### src/rtl/dmem_ctrl_if.sv
// Bundles the hart-side dmem request port and the memory-side request/response channels of dmem_ctrl.
// The slave modport is the controller's view; the master modport is the hart/memory environment's view.
interface dmem_ctrl_if;
  logic [31:0] i_req_addr;
  logic        i_req_ren;
  logic        i_req_wen;
  logic [31:0] i_req_wdata;
  logic [3:0]  i_req_mask;
  logic        o_busy;
  logic        o_done;
  logic [31:0] o_rdata;
  logic        o_err;
  logic        o_mem_valid;
  logic        i_mem_ready;
  logic [31:0] o_mem_addr;
  logic        o_mem_wen;
  logic [31:0] o_mem_wdata;
  logic [3:0]  o_mem_mask;
  logic        i_mem_rvalid;
  logic [31:0] i_mem_rdata;

  modport slave (
    input  i_req_addr, i_req_ren, i_req_wen, i_req_wdata, i_req_mask,
    input  i_mem_ready, i_mem_rvalid, i_mem_rdata,
    output o_busy, o_done, o_rdata, o_err,
    output o_mem_valid, o_mem_addr, o_mem_wen, o_mem_wdata, o_mem_mask
  );

  modport master (
    output i_req_addr, i_req_ren, i_req_wen, i_req_wdata, i_req_mask,
    output i_mem_ready, i_mem_rvalid, i_mem_rdata,
    input  o_busy, o_done, o_rdata, o_err,
    input  o_mem_valid, o_mem_addr, o_mem_wen, o_mem_wdata, o_mem_mask
  );
endinterface

### src/rtl/dmem_ctrl.sv
// Bridges the hart's single-cycle dmem port to a variable-latency valid/ready memory, stalling the hart meanwhile.
// Optional build macro DMEM_CTRL_REQ_CHECK_EN rejects malformed requests without touching memory.
module dmem_ctrl #(
  parameter int TIMEOUT_CYCLES = 1024,
  parameter int CNT_W          = 11
) (
  input  logic        i_clk,
  input  logic        i_rst,
  dmem_ctrl_if.slave  bus
);

  typedef enum logic [1:0] {S_IDLE, S_REQ, S_WAIT, S_DONE} state_e;

  localparam logic [CNT_W-1:0] CNT_LAST = CNT_W'((TIMEOUT_CYCLES > 0) ? (TIMEOUT_CYCLES - 1) : 0);

  state_e            state_q, state_d;
  logic [31:0]       addr_q, addr_d;
  logic [31:0]       wdata_q, wdata_d;
  logic [3:0]        mask_q, mask_d;
  logic              wen_q, wen_d;
  logic [31:0]       rdata_q, rdata_d;
  logic              err_q, err_d;
  logic [CNT_W-1:0]  cnt_q, cnt_d;

  logic req_any;
  logic req_bad;
  logic timeout_hit;

  assign req_any = bus.i_req_ren | bus.i_req_wen;

`ifdef DMEM_CTRL_REQ_CHECK_EN
  assign req_bad = (bus.i_req_ren & bus.i_req_wen) | (bus.i_req_addr[1:0] != 2'b00) |
                   (bus.i_req_mask == 4'b0000);
`else
  assign req_bad = 1'b0;
`endif

  assign timeout_hit = (TIMEOUT_CYCLES != 0) && (cnt_q == CNT_LAST);

  always_ff @(posedge i_clk) begin
    if (i_rst) begin
      state_q <= S_IDLE;
    end else begin
      state_q <= state_d;
    end
  end

  always_ff @(posedge i_clk) begin
    if (i_rst) begin
      addr_q  <= '0;
      wdata_q <= '0;
      mask_q  <= '0;
      wen_q   <= 1'b0;
      rdata_q <= '0;
      err_q   <= 1'b0;
      cnt_q   <= '0;
    end else begin
      addr_q  <= addr_d;
      wdata_q <= wdata_d;
      mask_q  <= mask_d;
      wen_q   <= wen_d;
      rdata_q <= rdata_d;
      err_q   <= err_d;
      cnt_q   <= cnt_d;
    end
  end

  always_comb begin
    state_d = state_q;
    unique case (state_q)
      S_IDLE: begin
        if (req_any) begin
          state_d = req_bad ? S_DONE : S_REQ;
        end
      end
      S_REQ: begin
        if (bus.i_mem_ready) begin
          state_d = wen_q ? S_DONE : S_WAIT;
        end
      end
      S_WAIT: begin
        if (bus.i_mem_rvalid || timeout_hit) begin
          state_d = S_DONE;
        end
      end
      S_DONE:  state_d = S_IDLE;
      default: state_d = S_IDLE;
    endcase
  end

  // Request fields are captured once in IDLE; the completion status is only rewritten on the way into DONE.
  always_comb begin
    addr_d  = addr_q;
    wdata_d = wdata_q;
    mask_d  = mask_q;
    wen_d   = wen_q;
    rdata_d = rdata_q;
    err_d   = err_q;
    cnt_d   = cnt_q;
    unique case (state_q)
      S_IDLE: begin
        if (req_any) begin
          addr_d  = bus.i_req_addr;
          wdata_d = bus.i_req_wdata;
          mask_d  = bus.i_req_mask;
          wen_d   = bus.i_req_wen;
          if (req_bad) begin
            rdata_d = '0;
            err_d   = 1'b1;
          end
        end
      end
      S_REQ: begin
        if (bus.i_mem_ready) begin
          if (wen_q) begin
            err_d = 1'b0;
          end else begin
            cnt_d = '0;
          end
        end
      end
      S_WAIT: begin
        cnt_d = cnt_q + CNT_W'(1);
        // A response arriving on the timeout cycle still counts as a good read.
        if (bus.i_mem_rvalid) begin
          rdata_d = bus.i_mem_rdata;
          err_d   = 1'b0;
        end else if (timeout_hit) begin
          rdata_d = '0;
          err_d   = 1'b1;
        end
      end
      default: ;
    endcase
  end

  always_comb begin
    bus.o_busy      = 1'b0;
    bus.o_done      = 1'b0;
    bus.o_mem_valid = 1'b0;
    unique case (state_q)
      S_IDLE:  bus.o_busy = req_any;
      S_REQ: begin
        bus.o_busy      = 1'b1;
        bus.o_mem_valid = 1'b1;
      end
      S_WAIT:  bus.o_busy = 1'b1;
      S_DONE:  bus.o_done = 1'b1;
      default: ;
    endcase
  end

  assign bus.o_rdata     = rdata_q;
  assign bus.o_err       = err_q;
  assign bus.o_mem_addr  = addr_q;
  assign bus.o_mem_wen   = wen_q;
  assign bus.o_mem_wdata = wdata_q;
  assign bus.o_mem_mask  = mask_q;

endmodule

### src/flat_wrapper.sv
// flat-port wrapper written by rule: the top's interface ports become plain ports
module dmem_ctrl_flat 
#(
  parameter int TIMEOUT_CYCLES = 1024,
  parameter int CNT_W          = 11
)
  (i_clk, i_rst, bus_i_req_addr, bus_i_req_ren, bus_i_req_wen, bus_i_req_wdata, bus_i_req_mask, bus_i_mem_ready, bus_i_mem_rvalid, bus_i_mem_rdata, bus_o_busy, bus_o_done, bus_o_rdata, bus_o_err, bus_o_mem_valid, bus_o_mem_addr, bus_o_mem_wen, bus_o_mem_wdata, bus_o_mem_mask);
  dmem_ctrl_if bus_i ();
  input  logic i_clk;
  input  logic i_rst;
  input wire logic [$bits(bus_i.i_req_addr)-1:0] bus_i_req_addr;
  input wire logic [$bits(bus_i.i_req_ren)-1:0] bus_i_req_ren;
  input wire logic [$bits(bus_i.i_req_wen)-1:0] bus_i_req_wen;
  input wire logic [$bits(bus_i.i_req_wdata)-1:0] bus_i_req_wdata;
  input wire logic [$bits(bus_i.i_req_mask)-1:0] bus_i_req_mask;
  input wire logic [$bits(bus_i.i_mem_ready)-1:0] bus_i_mem_ready;
  input wire logic [$bits(bus_i.i_mem_rvalid)-1:0] bus_i_mem_rvalid;
  input wire logic [$bits(bus_i.i_mem_rdata)-1:0] bus_i_mem_rdata;
  output wire logic [$bits(bus_i.o_busy)-1:0] bus_o_busy;
  output wire logic [$bits(bus_i.o_done)-1:0] bus_o_done;
  output wire logic [$bits(bus_i.o_rdata)-1:0] bus_o_rdata;
  output wire logic [$bits(bus_i.o_err)-1:0] bus_o_err;
  output wire logic [$bits(bus_i.o_mem_valid)-1:0] bus_o_mem_valid;
  output wire logic [$bits(bus_i.o_mem_addr)-1:0] bus_o_mem_addr;
  output wire logic [$bits(bus_i.o_mem_wen)-1:0] bus_o_mem_wen;
  output wire logic [$bits(bus_i.o_mem_wdata)-1:0] bus_o_mem_wdata;
  output wire logic [$bits(bus_i.o_mem_mask)-1:0] bus_o_mem_mask;
  assign bus_i.i_req_addr = bus_i_req_addr;
  assign bus_i.i_req_ren = bus_i_req_ren;
  assign bus_i.i_req_wen = bus_i_req_wen;
  assign bus_i.i_req_wdata = bus_i_req_wdata;
  assign bus_i.i_req_mask = bus_i_req_mask;
  assign bus_i.i_mem_ready = bus_i_mem_ready;
  assign bus_i.i_mem_rvalid = bus_i_mem_rvalid;
  assign bus_i.i_mem_rdata = bus_i_mem_rdata;
  assign bus_o_busy = bus_i.o_busy;
  assign bus_o_done = bus_i.o_done;
  assign bus_o_rdata = bus_i.o_rdata;
  assign bus_o_err = bus_i.o_err;
  assign bus_o_mem_valid = bus_i.o_mem_valid;
  assign bus_o_mem_addr = bus_i.o_mem_addr;
  assign bus_o_mem_wen = bus_i.o_mem_wen;
  assign bus_o_mem_wdata = bus_i.o_mem_wdata;
  assign bus_o_mem_mask = bus_i.o_mem_mask;
  dmem_ctrl #(.TIMEOUT_CYCLES(TIMEOUT_CYCLES), .CNT_W(CNT_W)) u_core (.i_clk(i_clk), .i_rst(i_rst), .bus(bus_i));
endmodule
### config.mk
export PLATFORM = sky130hd
export DESIGN_NAME = dmem_ctrl_flat
export DESIGN_NICKNAME = d
export VERILOG_FILES = /design/src/rtl/dmem_ctrl_if.sv /design/src/rtl/dmem_ctrl.sv /design/src/flat_wrapper.sv
export SDC_FILE = /design/constraint.sdc
export NUM_CORES = 1
export LEC_CHECK = 0
export BUFFER_PORTS_ARGS = -buffer_cell sky130_fd_sc_hd__buf_2
export CAP_MARGIN = 20
export CORE_MARGIN = 2
export CORE_UTILIZATION = 49
export CTS_CLUSTER_SIZE = 16
export DETAILED_ROUTE_END_ITERATION = 8
export PLACE_DENSITY = 0.93
export REMOVE_ABC_BUFFERS = 1
export SETUP_SLACK_MARGIN = 0.5
export SYNTH_ARGS = -nofsm -noshare
export SYNTH_HDL_FRONTEND = slang
export SYNTH_SLANG_ARGS = --single-unit
### constraint.sdc
create_clock -name i_clk -period 3.15 [get_ports i_clk]
set_clock_uncertainty 0.15 [all_clocks]
set_input_delay 0.315 -clock i_clk [delete_from_list [all_inputs] [get_ports i_clk]]
set_output_delay 0.315 -clock i_clk [all_outputs]
set_load 0.05 [all_outputs]
==> results.ini, run 1 <==
[placed_design]
dp.cells=821
portBuffers=210
placed_area_mm2=0.00543
gp_congestion=0.860
hpwl_um=8530

[finish]
nNetsFinal=946
diodes=0
drive_gt1_share_pct=30.5
final_core_util_pct=81.4
layout.cells.non_filler=955
area_growth_pct=62.1
fin_area_mm2=0.00703

[floorplanning]
die_h_um=98.1
core_mm2=0.00864
die-area_mm2=0.00961
io_pins=211
rows=34
die_x_um=98.1
initial_core_util_pct=50.2

[logic_synthesis]
synth.distinct_cells=34
synth-seq-area-share_pct=53.1
yosys.area_share.adder_pct=1.73
ys_ff_latch=115
synth_mux_area_share_pct=0
synthCells=536
synth_area_mm2=0.00433
syn_avg_cell_area_um2=8.09
synth_top_area_share_pct=53.1
yosys.area.top_type=dfxtp_1
synth_top_family_by_area=compound AO/OA/AOI/OAI gates
ys_warn_count=0
synth_area_leaders=dfxtp_1 (53%), nand2_1 (15%), a21oi_1 (12%), o21ai_0 (3.5%), clkbuf_1 (2.4%)
yosys.area_share.simple_pct=19.5
synth_compound_area_share_pct=20.1
synth-xor-area-share_pct=1.62

[power_and_ir_drop]
power_density_mw_per_mm2=922
irDropWorstVdd_mv=0.776
leakagePower_nw=3.19

[worst_hold_path]
min_path_cells=4
hp-start=bus_i_req_ren
hp-class=in2reg
holdPathEnd=u_core.bus.o_mem_addr[26]

[clock_network]
hold_buffers=101
cts.sinks=115
path_clk_slew_ps=70
clockRootBuffer=clkbuf_8
cts_tree=done
cts_max_level=4
postCtsSetupRepairBufs=0
cts_resized=0
cts_made_buffers=17
clock_path_buffers=2
insertion_delay_ps=500

[grt]
antenna_found_initial=0
grt_pass1_vias=5359
grt_first_pass_wirelength_um=27200
track_usage_pct=35.5
overflow=0
grt_max_degree=69

[routing]
drt_iter0_drc=378
route.detailed.drc=0
first_pass_iters=5
vias_per_cell=5.56
antenna_left=0
routed_wl_um=17400
wire_per_inst_um=18.2
vias=5310

[critical_path]
timing.rr.start=u_core.cnt_q[0]
criticalPathCategory=reg2out
regToRegSetupSlack_ps=830
setup.worst_path.end_class=output port
arrival_ps=1940
cp-start-kind=flop
critPathMaxFanout=4
r2r_end=u_core.bus.o_rdata[26]
r2r_cells=5
crit_required_ps=2680

[sta]
max_freq_ghz=0.415
fin_crit_ps=2410
rsz0062_at_grt=no
tightest_slew_ps=793
slew-limit-headroom_pct=47.1
setup_viol=0
hold_violations=0
fin_crit_sh_pct=76.5
final_max_slew_viol_count=0

[job]
drv_cap=0

[status]
status=finished, final reports clean

sequential cells by signal (all words and copies together), names as in the netlist:
register and cells:
u_core.cnt_q 11, u_core.state_q 2, u_core.bus.o_err 1, u_core.bus.o_rdata 32, u_core.bus.o_mem_mask 4, u_core.bus.o_mem_wdata 32, u_core.bus.o_mem_wen 1, u_core.bus.o_mem_addr 32
worst max path at each step:
stage,from,end,slack (ps),cells after the start
after floorplan,u_core.state_q[0],bus_o_busy,-960,5
after global placement,bus_i_req_wen,u_core.bus.o_mem_wdata[28],1020,5
after detailed placement,bus_i_req_wen,u_core.bus.o_mem_wdata[5],940,5
after CTS,u_core.state_q[1],bus_o_busy,830,6
after global routing,u_core.state_q[0],bus_o_busy,650,6
final,u_core.state_q[1],bus_o_busy,740,6
synthesized netlist by cell type:
cell,n
clkbuf_1,28
buf_1,2
xor2_1,2
nand3_1,5
nand4_1,1
nor2_2,1
and2b_1,1
a2111oi_2,1
o2111ai_4,1
inv_1,5
o211ai_1,2
o21ai_1,6
a41oi_1,1
a21oi_1,108
a21o_1,2
and3b_4,1
nor2_1,10
or3_1,2
a211oi_1,4
and2_1,2
nand3b_1,1
a31oi_4,1
a31o_2,2
and4_1,2
nor2b_1,2
dfxtp_1,115
nand4_2,1
ha_1,6
nand2_1,174
xnor2_1,6
and4b_1,1
nand2b_1,2
buf_2,8
o21ai_0,30
critical path, stage by stage, from the launching register on:
cell     delay [ps]
dfxtp_1         350
inv_1           140
ha_1            300
nor2b_4         200
nor2_1           50
nor2_1          110
buf_2           290
metrics by stage:
step	hold slack, ps	setup TNS [ps]	setup WS [ps]	power, W
after floorplan	234	-16490	-961	0.00370
after global placement	289	0	1020	0.00425
after detailed placement	295	0	941	0.00434
after CTS	41.7	0	825	0.00626
after global routing	104	0	653	0.00670
final	98.2	0	740	0.00648
cells in the final DEF (no fill, tap or decap), types with 4 or more instances in the layout:
cell           netlist  final
xnor2_1              6      6
o21ai_1              6      5
clkinvlp_4           0      4
buf_4                0      6
dfxtp_1            115    115
nand3_1              5      5
inv_1                5      5
dlygate4sd3_1        0    101
buf_2                8    209
a211oi_1             4      4
nand2_1            174    174
nor2_1              10     10
a21oi_1            108    108
inv_6                0      8
ha_1                 6      6
clkbuf_16            0     16
o21ai_0             30     30
power breakdown:
group,switching [W],total (W),internal [W]
Sequential,0.000190,0.00193,0.00174
Combinational,0.00202,0.00269,0.000671
Clock,0.000763,0.00186,0.00109
layer usage:
layer	GRT usage [%]	share of wire (%)
met5	0	0
met4	21.8	6.3
met3	9.31	7.2
met2	64.0	52
met1	36.5	34
area by class of cell:
| type | count | area, um2 |
|---|---|---|
| fillers | 443 | 1610 |
| clock inverters | 14 | 141 |
| well taps | 108 | 135 |
| repair buffers | 317 | 2120 |
| clock buffers | 18 | 428 |
| inverters | 5 | 18.8 |
| flip-flops and latches | 115 | 2300 |
| multi-input cells | 378 | 1880 |
cell families after synthesis:
family                     Yosys count
DFF                                115
and+or+nand+nor                    206
adders and majority gates            6
AOI/OAI and AO/OA                  158
buffers and inverters               43
xor gates and xnor gates             8
No activity file was read; power rests on OpenSTA's default activity.
==> run 2: changes to the inputs <==
- CORE_UTILIZATION: 49 -> 46
- PLACE_DENSITY: 0.93 -> 0.89
- clock period: 3.15 -> 2.5 ns (I/O delays scaled with it)
==> run 2 against run 1 <==
Net effect:
- final cell count increased by 0.84%
- clock-buffer cell count stayed put
- sequential cell count is the same
- highest routed layer unchanged
- die area increased by 6.2%
==> results.ini, run 2 (synthesized netlist as in run 1, its figures left out) <==
[grt]
grt_first_pass_wirelength_um=25500  ; -6.3%
grt_max_degree=69  ; unchanged
antenna_found_initial=0  ; unchanged
track_usage_pct=32.4  ; -3.2 points
overflow=0  ; unchanged
grt_pass1_vias=5159  ; -3.7%

[clock_network]
cts.sinks=115  ; unchanged
cts_max_level=4  ; unchanged
path_clk_slew_ps=60  ; about the same
clockRootBuffer=clkbuf_8
insertion_delay_ps=500  ; about the same
clock_path_buffers=2  ; unchanged
cts_made_buffers=17  ; unchanged
cts_tree=done

[sta]
tns_ps=0  ; unchanged
fin_ws_ps=568  ; -173 ps
rsz0062_at_grt=yes
fin_crit_sh_pct=77.3
final_max_slew_viol_count=0  ; unchanged
fin_crit_ps=1930
setup_viol=0  ; unchanged
slew-limit-headroom_pct=63.9  ; +17 points
max_freq_ghz=0.517
tightest_slew_ps=539  ; -254 ps
hold_violations=0  ; unchanged

[floorplanning]
initial_core_util_pct=47.1  ; -3.1 points
core_mm2=0.00920  ; +6.5%
die_h_um=101  ; +3.1%
die_x_um=101  ; +3.1%
io_pins=211  ; unchanged
rows=35  ; +2.9%
die-area_mm2=0.0102  ; +6.2%

[critical_path]
cp-start-kind=flop
timing.rr.start=u_core.cnt_q[0]
crit_path_max_incr_delay_ps=410  ; +60 ps
arrival_ps=2140  ; +200 ps
worst_path_dominant_cell_family=compound AO/OA/AOI/OAI gates
critPathMaxFanout=32  ; +28
critical_path.cell_chain=ha_1 > and4b_2 > a31oi_4 > buf_8 > o21ai_0 > a21oi_1
setup.worst_path.end_class=flop
crit_required_ps=2710  ; +30 ps
criticalPathCategory=reg2reg
cp_slowest_cell=dfxtp_1
timing.critical_path.buf_inv=1  ; -1
r2r_cells=6  ; +1
r2r_end=u_core.bus.o_rdata[1]
regToRegSetupSlack_ps=570  ; -260 ps

[routing]
antenna_left=0  ; unchanged
vias=5236  ; -1.4%
route.detailed.drc=0  ; unchanged
first_pass_iters=5  ; unchanged
drt_iter0_drc=331  ; -12%
wire_per_inst_um=17.4  ; -4.1%
routed_wl_um=16800  ; -3.3%
vias_per_cell=5.44  ; -2.2%

[finish]
multi_input_area_mm2=0.00191  ; +1.5%
drive_gt1_share_pct=32.0  ; +1.6 points
regArea_mm2=0.00231  ; +0.22%
mostFrequentLayoutCells=buf_2 (208), nand2_1 (174), dfxtp_1 (113)
diodes=0  ; unchanged
area_growth_pct=65.5
layout_commonest_cell=buf_2
fillers=553  ; +25%
nNetsFinal=951  ; +0.53%

[job]
drv_cap=0  ; unchanged

[placed_design]
hpwl_um=8290  ; -2.7%
gp_congestion=0.816  ; -5.2%
dp_slack_ps=558  ; -384 ps
portBuffers=210  ; unchanged

[worst_hold_path]
hp-start=i_rst
holdPathEnd=u_core.bus.o_mem_addr[5]
hp-class=in2reg
min_path_cells=2  ; -2

[status]
status=finished, final reports clean

[power_and_ir_drop]
irDropWorstVdd_mv=1.19  ; +53%
power_density_mw_per_mm2=1160  ; +26%
leakagePower_nw=3.25  ; +1.9%

run 2: layout make-up:
type	count	area share, %
Sequential cell	115	32.2
Multi-Input combinational cell	378	26.6
Clock buffer	18	5.82
Clock inverter	14	2.51
Inverter	5	0.296
Timing Repair Buffer	322	30.7
Tap cell	111	1.94
run 2: how the worst max path moves through the flow:
stage                                  endpoint              start  depth (start not counted)  slack (ps)
after CTS                            bus_o_busy  u_core.state_q[1]                          6         520
after global placement          u_core.cnt_q[9]  u_core.state_q[1]                          6         620
final                     u_core.bus.o_rdata[1]    u_core.cnt_q[0]                          6         570
after detailed placement        u_core.cnt_q[9]  u_core.state_q[1]                          6         560
after floorplan                      bus_o_busy  u_core.state_q[0]                          5       -1550
after global routing           u_core.cnt_q[10]  u_core.state_q[0]                          7         490
run 2: metrics by stage:
stage | util (%) | area [um2] | hold slack, ps | power [W] | std cells
5_1_grt | 78.0 | 7170 | 40.6 | 0.00870 | 963
3_3_place_gp | 59.5 | 5480 | 288 | 0.00542 | 825
2_1_floorplan | - | 4180 | 169 | 0.00466 | 498
6_report | 78.0 | 7170 | 46.8 | 0.00833 | 963
3_5_place_dp | 59.5 | 5480 | 293 | 0.00551 | 825
4_1_cts | 77.6 | 7140 | 9.68 | 0.00815 | 962
run 2: repair_timing:
action                                  4_1_cts  5_1_grt
pin swaps                                     2        2
endpoints found under the setup margin        1       38
endpoints found under the hold margin       102        0
setup buffers                                 3        1
gates resized for setup                       8       12
hold buffers                                102        0
run 2: per-layer routing:
metal	global-route usage (%)	part of all wire (%)
met4	21.9	6.4
met3	11.2	6.9
met1	32.3	34
met2	56.3	53
met5	0	0
run 2: power breakdown:
part / total, W / switching, W / internal (W)
Combinational: 0.00348 / 0.00253 / 0.000948
Clock: 0.00242 / 0.000890 / 0.00153
Sequential: 0.00243 / 0.000228 / 0.00220
run 2: worst register-to-register path: cells and delay by family, from the launching register on:
| kind | cells | cell delay (ps) |
|---|---|---|
| flops | 1 | 410 |
| simple gates | 1 | 320 |
| fa+ha+maj | 1 | 300 |
| compound gates | 3 | 420 |
| buf+inv | 1 | 180 |
==> run 3: changes to the inputs <==
- CORE_UTILIZATION: 46 -> 41
- PLACE_DENSITY: 0.89 -> 0.84
- clock period: 2.5 -> 1.7 ns (I/O delays scaled with it)
==> run 3 against run 2 <==
Net effect:
- synthesized cell count stayed put
- the flow now stops in global routing (5_1_grt)
- area after synthesis stayed put
==> results.ini, run 3 <==
[status]
status=did not finish
haltStage=global routing (5_1_grt)
firstError=[ERROR DPL-0038] Utilization greater than 100%, impossible to legalize

[sta]
crit_endpoint=bus_o_busy
worst-ep-kind=primary output

[floorplanning]
die_h_um=107  ; +5.7%
initial_core_util_pct=42.2  ; -5.0 points
die_x_um=107  ; +5.7%
io_pins=211  ; unchanged
rows=37  ; +5.7%

[logic_synthesis]
async_flop_share_pct=0  ; unchanged
synth.distinct_cells=34  ; unchanged
netlist_top_cells_count=nand2_1 (174), dfxtp_1 (115), a21oi_1 (108), o21ai_0 (30), clkbuf_1 (28)
ys.flop_type=dfxtp_1
yosysMostFrequentCell=nand2_1
synth-seq-area-share_pct=53.1  ; unchanged
yosys.area.top_type=dfxtp_1
synth_edf_count=0  ; unchanged
ys_warn_count=0  ; unchanged
synth_area_leaders=dfxtp_1 (53%), nand2_1 (15%), a21oi_1 (12%), o21ai_0 (3.5%), clkbuf_1 (2.4%)
synthCells=536  ; unchanged
synth_area_mm2=0.00433  ; unchanged
syn_avg_cell_area_um2=8.09  ; unchanged
ys_ff_latch=115  ; unchanged
synth_top_area_share_pct=53.1  ; unchanged

[clock_network]
clockRootBuffer=clkbuf_8
clock_path_buffers=2  ; unchanged
cts_max_level=4  ; unchanged
cts_made_buffers=17  ; unchanged
cts.sinks=115  ; unchanged

[placed_design]
portBuffers=210  ; unchanged
gp_congestion=0.788  ; -3.4%
dp_slack_ps=-84.1  ; -642 ps
placed_area_mm2=0.00572  ; +4.4%
hpwl_um=8480  ; +2.3%

[grt]
grt_max_degree=61

-- run 3: cell counts after synthesis --
Identical to the previous run, type by type.
-- run 3: kinds of logic after synthesis --
logic type | after synthesis | share of synthesized area [%]
adders and majority gates | 6 | 1.73
buffers and inverters | 43 | 3.96
xor gates and xnor gates | 8 | 1.62
AOI/OAI and AO/OA | 158 | 20.1
DFF | 115 | 53.1
and+or+nand+nor | 206 | 19.5
-- run 3: timing repair --
action | CTS
gates cloned | 11
pin swaps | 84
setup endpoints to repair | 220
hold buffers | 103
endpoints found under the hold margin | 104
gates resized for setup | 315
setup buffers | 32
-- run 3: per-stage QoR --
step | setup TNS [ps] | std cells | hold slack, ps | utilization (%)
floorplan | -124230 | 498 | 89.1 | -
global placement | -95.3 | 873 | 261 | 55.6
detailed placement | -676 | 873 | 266 | 55.6
CTS | -554 | 1050 | -65.1 | 85.3
==> run 4: changes to the inputs <==
- CORE_UTILIZATION: 41 -> 40
- CTS_CLUSTER_SIZE: 16 -> unset
- PLACE_DENSITY: 0.84 -> unset
- PLACE_DENSITY_LB_ADDON: unset -> 0.15
- SETUP_SLACK_MARGIN: 0.5 -> unset
- clock period: 1.7 -> 2.2 ns (I/O delays scaled with it)
==> run 4 against run 3 <==
Net effect:
- the run now ends clean
==> results.ini, run 4 (synthesized netlist as in run 1, its figures left out) <==
[grt]
grt_first_pass_wirelength_um=21400
track_usage_pct=23.1
antenna_found_initial=0
grt_pass1_vias=4643
grt_max_degree=69
overflow=0

[placed_design]
dp.cells=856  ; -1.9%
placed_area_mm2=0.00553  ; -3.3%
hpwl_um=8230  ; -3.0%
portBuffers=210  ; unchanged
gp_congestion=0.783  ; -0.65%

[floorplanning]
io_pins=211  ; unchanged
die_x_um=108  ; +1.2%
initial_core_util_pct=40.5  ; -1.7 points
die-area_mm2=0.0117
rows=38  ; +2.7%
die_h_um=108  ; +1.2%
core_mm2=0.0107

[status]
status=finished, final reports clean

[power_and_ir_drop]
pwr-share-seq_pct=27.6
leakagePower_nw=3.33
irDropWorstVdd_mv=0.806
power.switching_w=0.00396
intPower_w=0.00585
switching_share_pct=40.4
pwr-share-clk_pct=31.7
power_density_mw_per_mm2=1330
power_frac_comb_pct=40.7

[sta]
max_freq_ghz=0.470
final_max_slew_viol_count=0
setup_viol=0
fin_crit_sh_pct=96.6
fin_crit_ps=2130
tightest_slew_ps=678
slew-limit-headroom_pct=54.6
hold_violations=0

[job]
drv_cap=0

[critical_path]
critical_path.cell_chain=inv_1 > ha_4 > nor2b_4 > nor2_1 > nor2_1 > buf_4
cp_slowest_cell=dfxtp_1
r2r_end=u_core.bus.o_mem_wdata[31]
criticalPathCategory=reg2out
path_common_cell=nor2_1
arrival_ps=1760
crit_path_max_incr_delay_ps=330
cp-start-kind=flop
r2r_cells=8
timing.rr.start=u_core.state_q[0]
regToRegSetupSlack_ps=90
setup.worst_path.end_class=output port
crit_required_ps=1830
critPathMaxFanout=5

[finish]
diodes=0
layout_commonest_cell=buf_2
fin_area_mm2=0.00735
drive_gt1_share_pct=30.8
mostFrequentLayoutCells=buf_2 (208), nand2_1 (174), dfxtp_1 (115)
layout.cells.non_filler=998
nNetsFinal=957
area_growth_pct=69.7

[routing]
wire_per_inst_um=14.3
first_pass_iters=5
drt_iter0_drc=330
route.detailed.drc=0
vias_per_cell=4.92
routed_wl_um=14300
vias=4907
antenna_left=0

[clock_network]
path_clk_slew_ps=50
cts_max_level=4  ; unchanged
clockRootBuffer=clkbuf_8
insertion_delay_ps=520
cts.sinks=115  ; unchanged
cts_tree=done
cts_made_buffers=17  ; unchanged
clock_path_buffers=2  ; unchanged

[worst_hold_path]
min_path_cells=4
hp-start=bus_i_req_ren
holdPathEnd=u_core.bus.o_mem_addr[27]
hp-class=in2reg

run 4: stage by stage:
step	util [%]	worst slack [ps]	power, W	setup TNS (ps)	hold slack, ps
after floorplan	-	-1820	0.00529	-82720	139
after global placement	51.7	159	0.00625	0	289
after detailed placement	51.7	55.3	0.00632	0	294
after CTS	67.9	29.0	0.00965	0	65.9
after global routing	68.7	-9.67	0.0103	-9.67	110
final	68.7	74.5	0.00981	0	84.4
run 4: layout make-up:
cell class,instances,area [um2]
clock buffer,23,477
clock inverter,9,198
fill,858,3340
inverter,5,18.8
multi-input combinational,379,1910
sequential,115,2300
tap,140,175
timing repair buffer,327,2270
run 4: power groups by stage:
stage / Sequential, W / Clock (W) / Combinational, W
after floorplan: 0.00405 / 0 / 0.00125
after global placement: 0.00272 / 0 / 0.00353
after detailed placement: 0.00274 / 0 / 0.00358
after CTS: 0.00270 / 0.00316 / 0.00378
after global routing: 0.00276 / 0.00324 / 0.00427
final: 0.00271 / 0.00311 / 0.00399
run 4: layer usage:
| metal | vias up | wire length, um | track usage (%) |
|---|---|---|---|
| met5 | - | 0 | 0 |
| li1 | 2406 | - | - |
| met2 | 205 | 7030 | 39.3 |
| met1 | 2247 | 5780 | 26.1 |
| met4 | 0 | 534 | 13.2 |
| met3 | 49 | 967 | 6.09 |
run 4: timing repair:
item	4_1_cts	5_1_grt
hold buffers	105	0
pin swaps	0	1
setup buffers	0	2
resized for setup	3	1
hold endpoints to repair	103	0
gates cloned	0	3
endpoints found under the setup margin	1	34
run 4: critical path, delay by kind of cell, from the launching register on:
kind / cells / cell delay (ps)
buffers and inverters: 2 / 390
DFF: 1 / 330
and+or+nand+nor: 3 / 310
adders and majority gates: 1 / 210
run 4: worst max path at each step:
stage | end | cells after the start | from
floorplan | bus_o_busy | 5 | u_core.state_q[0]
CTS | u_core.bus.o_mem_wdata[31] | 7 | u_core.state_q[0]
global route | bus_o_busy | 6 | u_core.state_q[0]
global placement | u_core.bus.o_rdata[1] | 5 | u_core.cnt_q[0]
detailed placement | u_core.bus.o_rdata[23] | 5 | u_core.cnt_q[0]
finish | bus_o_busy | 6 | u_core.state_q[0]
